[config.mk]
export PLATFORM = sky130hd
export DESIGN_NAME = ql_mb_config_loader
export DESIGN_NICKNAME = d
export VERILOG_FILES = /design/src/rtl/ql_cfg_pkg.sv /design/src/rtl/ql_mb_bl_assembler.sv /design/src/rtl/ql_mb_config_loader.sv
export SDC_FILE = /design/constraint.sdc
export NUM_CORES = 2
export LEC_CHECK = 0
export ABC_AREA = 0
export BUFFER_PORTS_ARGS = -buffer_cell sky130_fd_sc_hd__buf_2
export CELL_PAD_IN_SITES_DETAIL_PLACEMENT = 2
export CELL_PAD_IN_SITES_GLOBAL_PLACEMENT = 2
export CORE_AREA = 2 2 369 371
export DETAILED_ROUTE_END_ITERATION = 8
export DIE_AREA = 0 0 371 373
export PLACE_DENSITY_LB_ADDON = 0.1
export SYNTH_ARGS = -nofsm -noshare
export SYNTH_HDL_FRONTEND = slang
export SYNTH_SLANG_ARGS = --single-unit
[constraint.sdc]
create_clock -name clk -period 2.8 [get_ports clk]
set_input_delay 0.56 -clock clk [delete_from_list [all_inputs] [get_ports clk]]
set_output_delay 0.56 -clock clk [all_outputs]
set_load 0.01 [all_outputs]
[src/rtl/ql_cfg_pkg.sv]
// Shared state type and sizing helpers for the memory-bank configuration loader.
package ql_cfg_pkg;

  typedef enum logic [2:0] {
    ST_IDLE  = 3'd0,
    ST_LOAD  = 3'd1,
    ST_SETUP = 3'd2,
    ST_PULSE = 3'd3,
    ST_HOLD  = 3'd4,
    ST_DONE  = 3'd5
  } cfg_state_e;

  // Input words needed to fill one bit-line row.
  function automatic int unsigned words_per_row(input int unsigned bl_w,
                                                input int unsigned data_w);
    return (bl_w + data_w - 1) / data_w;
  endfunction

  // Bits needed to count 0..n-1 (never less than one).
  function automatic int unsigned cnt_width(input int unsigned n);
    return (n <= 1) ? 1 : $clog2(n);
  endfunction

endpackage

[src/rtl/ql_mb_bl_assembler.sv]
// Bit-line row register: slots each accepted word into its slice and drops
// bits that fall past the end of the row.
module ql_mb_bl_assembler
  import ql_cfg_pkg::*;
#(
  parameter int unsigned BL_WIDTH   = 514,
  parameter int unsigned DATA_WIDTH = 32,
  parameter int unsigned WORD_W     = 5
) (
  input  logic                  clk,
  input  logic                  reset,
  input  logic                  wr_en_i,
  input  logic [WORD_W-1:0]     word_idx_i,
  input  logic [DATA_WIDTH-1:0] data_i,
  input  logic                  clear_i,
  output logic [BL_WIDTH-1:0]   bl_o
);

  logic [BL_WIDTH-1:0] bl_q, bl_d;

  // Each bit owns one (word, bit) position; the tail of the last word has no owner.
  always_comb begin
    bl_d = bl_q;
    if (clear_i) begin
      bl_d = '0;
    end else if (wr_en_i) begin
      for (int unsigned b = 0; b < BL_WIDTH; b++) begin
        if (word_idx_i == WORD_W'(b / DATA_WIDTH)) begin
          bl_d[b] = data_i[b % DATA_WIDTH];
        end
      end
    end
  end

  always_ff @(posedge clk) begin
    if (reset) begin
      bl_q <= '0;
    end else begin
      bl_q <= bl_d;
    end
  end

  assign bl_o = bl_q;

endmodule

[src/rtl/ql_mb_config_loader.sv]
// Streams the bitstream into BL rows and pulses one WL per row, then releases
// the fabric from reset once every row is programmed.
module ql_mb_config_loader
  import ql_cfg_pkg::*;
#(
  parameter int unsigned BL_WIDTH     = 514,
  parameter int unsigned WL_WIDTH     = 407,
  parameter int unsigned DATA_WIDTH   = 32,
  parameter int unsigned SETUP_CYCLES = 1,
  parameter int unsigned PULSE_CYCLES = 2
) (
  input  logic                  clk,
  input  logic                  reset,
  input  logic                  start,
  input  logic [DATA_WIDTH-1:0] in_data,
  input  logic                  in_valid,
  output logic                  in_ready,
  output logic [BL_WIDTH-1:0]   bl,
  output logic [WL_WIDTH-1:0]   wl,
  output logic                  busy,
  output logic                  cfg_done,
  output logic                  fabric_resetn
);

  localparam int unsigned WORDS   = words_per_row(BL_WIDTH, DATA_WIDTH);
  localparam int unsigned WORD_W  = cnt_width(WORDS + 1);
  localparam int unsigned ROW_W   = cnt_width(WL_WIDTH);
  localparam int unsigned TMR_MAX = (SETUP_CYCLES > PULSE_CYCLES) ? SETUP_CYCLES : PULSE_CYCLES;
  localparam int unsigned TMR_W   = cnt_width(TMR_MAX);

  cfg_state_e          state_q, state_d;
  logic [ROW_W-1:0]    row_q, row_d;
  logic [WORD_W-1:0]   word_q, word_d;
  logic [TMR_W-1:0]    tmr_q, tmr_d;
  logic [WL_WIDTH-1:0] wl_q, wl_d;
  logic                in_ready_q, busy_q, done_q, resetn_q;
  logic                xfer_c;

  assign xfer_c = in_valid && in_ready_q;

  // Next-state and counter updates.
  always_comb begin
    state_d = state_q;
    row_d   = row_q;
    word_d  = word_q;
    tmr_d   = tmr_q;
    case (state_q)
      ST_IDLE, ST_DONE: begin
        if (start) begin
          state_d = ST_LOAD;
          row_d   = '0;
          word_d  = '0;
        end
      end
      ST_LOAD: begin
        if (xfer_c) begin
          word_d = word_q + WORD_W'(1);
          if (word_q == WORD_W'(WORDS - 1)) begin
            state_d = ST_SETUP;
            tmr_d   = '0;
          end
        end
      end
      ST_SETUP: begin
        if (tmr_q == TMR_W'(SETUP_CYCLES - 1)) begin
          state_d = ST_PULSE;
          tmr_d   = '0;
        end else begin
          tmr_d = tmr_q + TMR_W'(1);
        end
      end
      ST_PULSE: begin
        if (tmr_q == TMR_W'(PULSE_CYCLES - 1)) begin
          state_d = ST_HOLD;
          tmr_d   = '0;
        end else begin
          tmr_d = tmr_q + TMR_W'(1);
        end
      end
      ST_HOLD: begin
        if (row_q == ROW_W'(WL_WIDTH - 1)) begin
          state_d = ST_DONE;
        end else begin
          state_d = ST_LOAD;
          row_d   = row_q + ROW_W'(1);
          word_d  = '0;
        end
      end
      default: state_d = ST_IDLE;
    endcase
  end

  // One-hot WL for the row being programmed, only while pulsing.
  always_comb begin
    wl_d = '0;
    for (int unsigned i = 0; i < WL_WIDTH; i++) begin
      wl_d[i] = (state_d == ST_PULSE) && (row_d == ROW_W'(i));
    end
  end

  always_ff @(posedge clk) begin
    if (reset) begin
      state_q    <= ST_IDLE;
      row_q      <= '0;
      word_q     <= '0;
      tmr_q      <= '0;
      wl_q       <= '0;
      in_ready_q <= 1'b0;
      busy_q     <= 1'b0;
      done_q     <= 1'b0;
      resetn_q   <= 1'b0;
    end else begin
      state_q    <= state_d;
      row_q      <= row_d;
      word_q     <= word_d;
      tmr_q      <= tmr_d;
      wl_q       <= wl_d;
      in_ready_q <= (state_d == ST_LOAD);
      busy_q     <= !((state_d == ST_IDLE) || (state_d == ST_DONE));
      done_q     <= (state_d == ST_DONE);
      resetn_q   <= (state_d == ST_DONE);
    end
  end

  ql_mb_bl_assembler #(
    .BL_WIDTH  (BL_WIDTH),
    .DATA_WIDTH(DATA_WIDTH),
    .WORD_W    (WORD_W)
  ) u_bl_asm (
    .clk       (clk),
    .reset     (reset),
    .wr_en_i   (xfer_c),
    .word_idx_i(word_q),
    .data_i    (in_data),
    .clear_i   (state_d == ST_DONE),
    .bl_o      (bl)
  );

  assign in_ready      = in_ready_q;
  assign wl            = wl_q;
  assign busy          = busy_q;
  assign cfg_done      = done_q;
  assign fabric_resetn = resetn_q;

endmodule
---- Word level (Yosys, flattened, before mapping) ----
Index checks and enable logic that the tools add are counted.
word-level totals
  output and inout port bits .............. 925
  word-level logic and storage cells ...... 919
  bits in registers ....................... 942
cells by class
  equal/unequal tests ..................... 435
  reduce and logical (&&, ||, !) cells .... 437
  multiplexer cells ....................... 19
  add/subtract/negate cells ............... 3
operators by type and width
  operator                                              number
  equality test 9 bit (second input constant)           152
  equality test 9 x 8 -> 1 bit (second input constant)  128
  equality test 9 x 7 -> 1 bit (second input constant)  64
  logical AND 1 bit                                     408
  equality test 9 x 6 -> 1 bit (second input constant)  32
  equality test 9 x 5 -> 1 bit (second input constant)  16
  equality test 9 x 4 -> 1 bit (second input constant)  8
  equality test 5 x 4 -> 1 bit (second input constant)  8
  equality test 9 x 3 -> 1 bit (second input constant)  4
  AND reduction 2 bit                                   17
  equality test 5 x 3 -> 1 bit (second input constant)  4
  equality test 9 x 2 -> 1 bit (second input constant)  2
  2-to-1 mux 3 bit                                      6
  2-to-1 mux 9 bit                                      2
  one-hot mux 9 bit (2 select lines)                    1
  2-to-1 mux 5 bit                                      3
  one-hot mux 3 bit (5 select lines)                    1
  one-hot mux 5 bit (3 select lines)                    1
  equality test 5 x 2 -> 1 bit (second input constant)  2
  adder 9 x 1 -> 9 bit (second input constant)          1
  equality test 3 x 2 -> 1 bit (second input constant)  3
  equality test 3 bit (second input constant)           3
  equality test 9 x 1 -> 1 bit (second input constant)  1
  logical NOT 9 bit                                     1
  17 further kinds                                      26

---- Depth between registers and ports, before layout ----
  depth after elaboration ................. 7
  mapped depth ............................ 10
  mapped depth without buffers ............ 7

---- By module ----
A second synthesis with hierarchy kept.
unflattened totals
  cells, all modules ...................... 2957
  area total of the unflattened synthesis .. 30944.7 sq um
modules (own cells, without submodules)
  module               seq. area each (sq um)  times used  area each (sq um)  cells each
  ql_mb_bl_assembler   10289.9                 1           18601.6            1748
  ql_mb_config_loader  8568.2                  1           12343.1            1209

---- Worst setup path after synthesis ----
Ideal clock, no wire load.
  kind .................................... register -> register
  start ................................... reg row_q[1]
  end ..................................... reg wl_q[55], in the netlist wl[55]
  arrival ................................. 2261 ps
  cell stages (with the launch flop) ...... 10
  clock period less this slack ............ 2393 ps
  path slack .............................. 407 ps
  buffers on the path ..................... 3
  path through ............................ dfxtp_1 ha_1 clkbuf_1 nand4_1 or3_1 a21oi_1 buf_2 nand4b_1 clkbuf_1 nor3_1
on the way
  cells in the longest elaborated chain, start to end .. 5
  elaborated cells between the ends (all ways) .. 10
ends and longest elaborated chain
  item                                                                                             line                                                  text
  from (decl)                                                                                      ql_mb_config_loader.sv:32                             logic [ROW_W-1:0] row_q, row_d;
  from (signal assigned)                                                                           ql_mb_config_loader.sv:114                            row_q <= row_d;
  adder 9 x 1 -> 9 bit / equality test 9 bit (equally long branches)                               ql_mb_config_loader.sv:85, ql_mb_config_loader.sv:81
  2-to-1 mux 9 bit / 2-to-1 mux 3 bit (equally long branches)                                      ql_mb_config_loader.sv:81                             if (row_q == ROW_W'(WL_WIDTH - 1)) begin
  one-hot mux 9 bit (2 select lines) / one-hot mux 3 bit (5 select lines) (equally long branches)  ql_mb_config_loader.sv:47                             case (state_q)
  equality test 9 x 6 -> 1 bit / equality test 3 x 2 -> 1 bit (equally long branches)              ql_mb_config_loader.sv:97                             wl_d[i] = (state_d == ST_PULSE) && (row_d == ROW_W'(i));
  logical AND 1 bit (*)                                                                            ql_mb_config_loader.sv:97
  to (signal assigned)                                                                             ql_mb_config_loader.sv:117                            wl_q <= wl_d;
  to (decl)                                                                                        ql_mb_config_loader.sv:35                             logic [WL_WIDTH-1:0] wl_q, wl_d;
Mark *: on every way between the ends. The rest lies on a longest branch, timed or not.
A chain may end at the register's enable or synchronous reset.

---- Worst setup path after layout ----
  start ................................... reg row_q[4]
  end ..................................... reg wl_q[181], in the netlist wl[181]
on the way
  cells in the longest elaborated chain, start to end .. 5
  elaborated cells between the ends (all ways) .. 10
ends and longest elaborated chain
  item                                                                                             line
  adder 9 x 1 -> 9 bit / equality test 9 bit (equally long branches)                               ql_mb_config_loader.sv:85, ql_mb_config_loader.sv:81
  2-to-1 mux 9 bit / 2-to-1 mux 3 bit (equally long branches)                                      ql_mb_config_loader.sv:81
  one-hot mux 9 bit (2 select lines) / one-hot mux 3 bit (5 select lines) (equally long branches)  ql_mb_config_loader.sv:47
  equality test 9 x 8 -> 1 bit / equality test 3 x 2 -> 1 bit (equally long branches)              ql_mb_config_loader.sv:97
  logical AND 1 bit (*)                                                                            ql_mb_config_loader.sv:97
Marks and branches as above.

==> results.py <==
metrics = {
    "global_route": {
        "grt_max_degree": 77,
        "grt_pass1_wl_mm": 237.4,
        "grt-ovfl-total": 0,
        "grtUsageTotal_pct": 23.79,
        "antenna_found_initial": 4,
        "grt_pass1_vias": 30030,
    },
    "timing": {
        "period_share_pct": 92.53,
        "hold_viol": 0,
        "grt_setup_unrepaired": "no",
        "tightest_slew_ns": 1.012,
        "fmax_ghz": 0.3860,
        "drv_slew": 0,
        "setup_viol": 0,
        "max_slew_margin_pct": 32.52,
        "fin_crit_ns": 2.591,
        "fin_skew_ns": 0.02719,
    },
    "synth": {
        "synth_top_family_by_area": "simple AND/OR/NAND/NOR gates",
        "syn_avg_cell_area_um2": 8.703,
        "synthMostInstantiatedCell": "nand2_1",
        "synth-edff-count": 0,
        "synth_xor_area_share_pct": 0.1431,
        "synth_ff_type": "dfxtp_1",
        "synth-compound-area-share_pct": 10.60,
        "syn_nets": 3560,
        "synth_cells": 3517,
        "ys_seq_elements": 942,
        "synth-adder-area-share_pct": 0.2861,
        "synthTopCellsByArea": "dfxtp_1, nand2_1, a21oi_1, nor3_1, clkbuf_1",
        "synthArstFlopShare_pct": 0,
        "synthSimpleGateAreaFrac_pct": 22.36,
        "synthMuxAreaShare_pct": 0.09811,
        "netlist_area_um2": 30610,
        "yosys.cell_types.count": 64,
        "yosysSeqAreaShare_pct": 61.61,
        "synth_warnings": 0,
        "yosys.area.top_type": "dfxtp_1",
        "synth_commonest_cells": "nand2_1, dfxtp_1, a21oi_1",
        "yosysTopAreaCellShare_pct": 61.61,
    },
    "detailed_routing": {
        "routed.top_layer": "met4",
        "avgViaCountPerCell": 4.688,
        "drtPass1Iterations": 4,
        "route.met2.wl_mm": 84.10,
        "drt-total-wl_mm": 170.2,
        "postRouteAntennaNets": 0,
        "met1_length_mm": 69.19,
        "vias": 29370,
        "drc": 0,
        "wl_per_cell_um": 27.17,
        "drt_iter0_drc": 1296,
        "met3_length_mm": 11.51,
    },
    "place": {
        "dp_hpwl_mm": 117.3,
        "dpl_cell_area_um2": 38300,
        "place.gp.congestion": 0.8001,
        "placed_cells": 6051,
        "portBuffers": 960,
    },
    "final_layout": {
        "multi_input_area_um2": 10580,
        "finalNetCount": 4430,
        "regArea_um2": 18860,
        "syn_to_final_growth_pct": 37.97,
        "final_cells": 6265,
        "fillers": 15330,
        "drive_above_1_share_pct": 30.63,
        "fin_area_um2": 42230,
    },
    "floorplan": {
        "start_util_pct": 22.74,
        "die_h_um": 373,
        "die_area_um2": 138400,
        "ios": 961,
        "std_cell_rows": 135,
        "dieWidth_um": 371,
        "coreArea_um2": 134600,
    },
    "clock_network": {
        "clkLatencyLatePin_ns": 0.73,
        "cts_sinks": 942,
        "cts_made_buffers": 112,
        "clk_pin_slew_ns": 0.06,
        "cts_tree": "yes",
        "clk_path_buf_depth": 3,
        "htree_levels": 3,
        "cts-root-buf": "clkbuf_16",
    },
    "worst_setup_path": {
        "timing.rr.start": "row_q[4]",
        "crit_chain": "buf_4 > and4bb_2 > a211oi_1 > o21ai_1 > nand4_1 > buf_12 > buf_12 > nor4_1",
        "rr_endpoint": "wl[181]",
        "cpPeakStageDelay_ns": 0.45,
        "cp.buffers_inverters": 3,
        "cp.required_ns": 3.41,
        "end_kind": "flip-flop",
        "path_max_fanout": 25,
        "r2r_slack_ns": 0.21,
        "critPathKind": "flip-flop to flip-flop",
        "crit_family": "simple AND/OR/NAND/NOR gates",
        "worstPathArrival_ns": 3.20,
        "cpMaxStageDelayCell": "o21ai_1",
        "critical_path.startpoint_type": "flip-flop",
        "cpMostUsedCell": "buf_12",
        "rr_worst_depth": 8,
    },
    "worst_hold_path": {
        "hold_path.class": "input pin to flip-flop",
        "hold_end": "u_bl_asm.bl_o[42]",
        "min_from": "in_data[10]",
        "hold_depth": 3,
    },
    "power": {
        "powerDensity_nw_per_um2": 698.9,
        "p_leak_nw": 17.48,
        "max-vdd-ir-drop_mv": 0.5148,
    },
    "flow_run": {
        "drv_cap": 0,
    },
    "outcome": {
        "outcome": "completed",
    },
}
-- kinds of logic after synthesis --
kind of cell	count (synthesis)
and+or+nand+nor	1588
DFF	942
AOI/OAI and AO/OA	601
buffers and inverters	371
adders and majority gates	7
xor gates and xnor gates	5
muxes	3
-- layer usage --
metal,track usage [%],vias to the layer above
met5,0,-
met4,7.975,0
met3,6.785,190
met2,41.55,798
met1,27.60,14970
li1,-,13410
-- area by class of cell --
| cell class | instances | share of cell area [%] |
|---|---|---|
| flip-flops and latches | 942 | 44.66 |
| multi-input cells | 2205 | 25.04 |
| repair buffers | 1118 | 15.85 |
| clock buffers | 170 | 8.059 |
| well taps | 1781 | 5.277 |
| clock inverters | 40 | 1.043 |
| inverters | 8 | 0.07111 |
| diodes | 1 | 0.005926 |
-- worst min-delay path, cell delays in order --
cell and delay [ns]:
buf_2 0.21, nand2_1 0.10, a21oi_1 0.05
-- placed cells by master (no fill, tap or decap), types with 6 or more instances in the layout --
cell type,netlist,final
dfxtp_1,942,942
a211oi_1,9,7
nor2_1,91,77
clkbuf_16,0,114
clkbuf_1,250,22
buf_2,75,960
buf_12,0,56
nand3_1,27,18
nor4_1,142,142
clkinv_2,0,24
a21oi_1,527,525
nor3_1,233,229
bufinv_16,0,7
nand2_1,1041,1040
clkbuf_8,0,34
nand2b_1,11,11
buf_4,2,102
nor2_4,0,9
nor2_2,0,6
ha_1,7,6
nand4_1,9,9
inv_1,8,8
nand3_2,0,9
o211ai_1,8,8
-- how the worst max path moves through the flow --
stage	slack, ns	cells past startpoint	end	from
final	0.21	8	wl[181]	row_q[4]
after global routing	0.003	7	wl[208]	state_q[0]
after CTS	0.001	8	wl[110]	row_q[0]
after detailed placement	-0.32	8	wl[98]	start
after global placement	-0.29	8	wl[370]	start
after floorplan	0.41	9	wl[55]	row_q[1]
-- state kept, by name, summed over array words and instances (netlist names) --
name,count
tmr_q,1
row_q,9
fabric_resetn,1
wl,407
state_q,3
word_q,5
busy,1
in_ready,1
u_bl_asm.bl_o,514
-- power by group --
| part | internal, mW | switching, mW | total [mW] | leakage [nW] |
|---|---|---|---|---|
| Combinational | 0.154 | 0.594 | 0.748 | 7.98 |
| Sequential | 13.4 | 0.0244 | 13.5 | 7.59 |
| Clock | 9.01 | 6.29 | 15.3 | 1.92 |
-- stage by stage --
step / power [mW] / setup slack [ns] / TNS, ns / utilization, % / hold slack, ns
6_report: 29.51 / 0.2091 / 0 / 31.37 / 0.2569
5_1_grt: 30.52 / 0.002861 / 0 / 31.37 / 0.2495
4_1_cts: 29.96 / 0.0009579 / 0 / 31.32 / 0.2131
3_5_place_dp: 14.54 / -0.3213 / -26.93 / 28.45 / 0.4449
3_3_place_gp: 14.53 / -0.2880 / -22.76 / 28.45 / 0.4392
2_1_floorplan: 14.09 / 0.4071 / 0 / - / 0.4757
-- repair_timing --
item,4_1_cts,5_1_grt
gates resized for setup,1,10
setup buffers,0,2
gates cloned,1,0
endpoints found under the setup margin,35,534
pin swaps,1,1
hold buffers,0,0
Note: power is estimated with default switching activity, not from simulation.
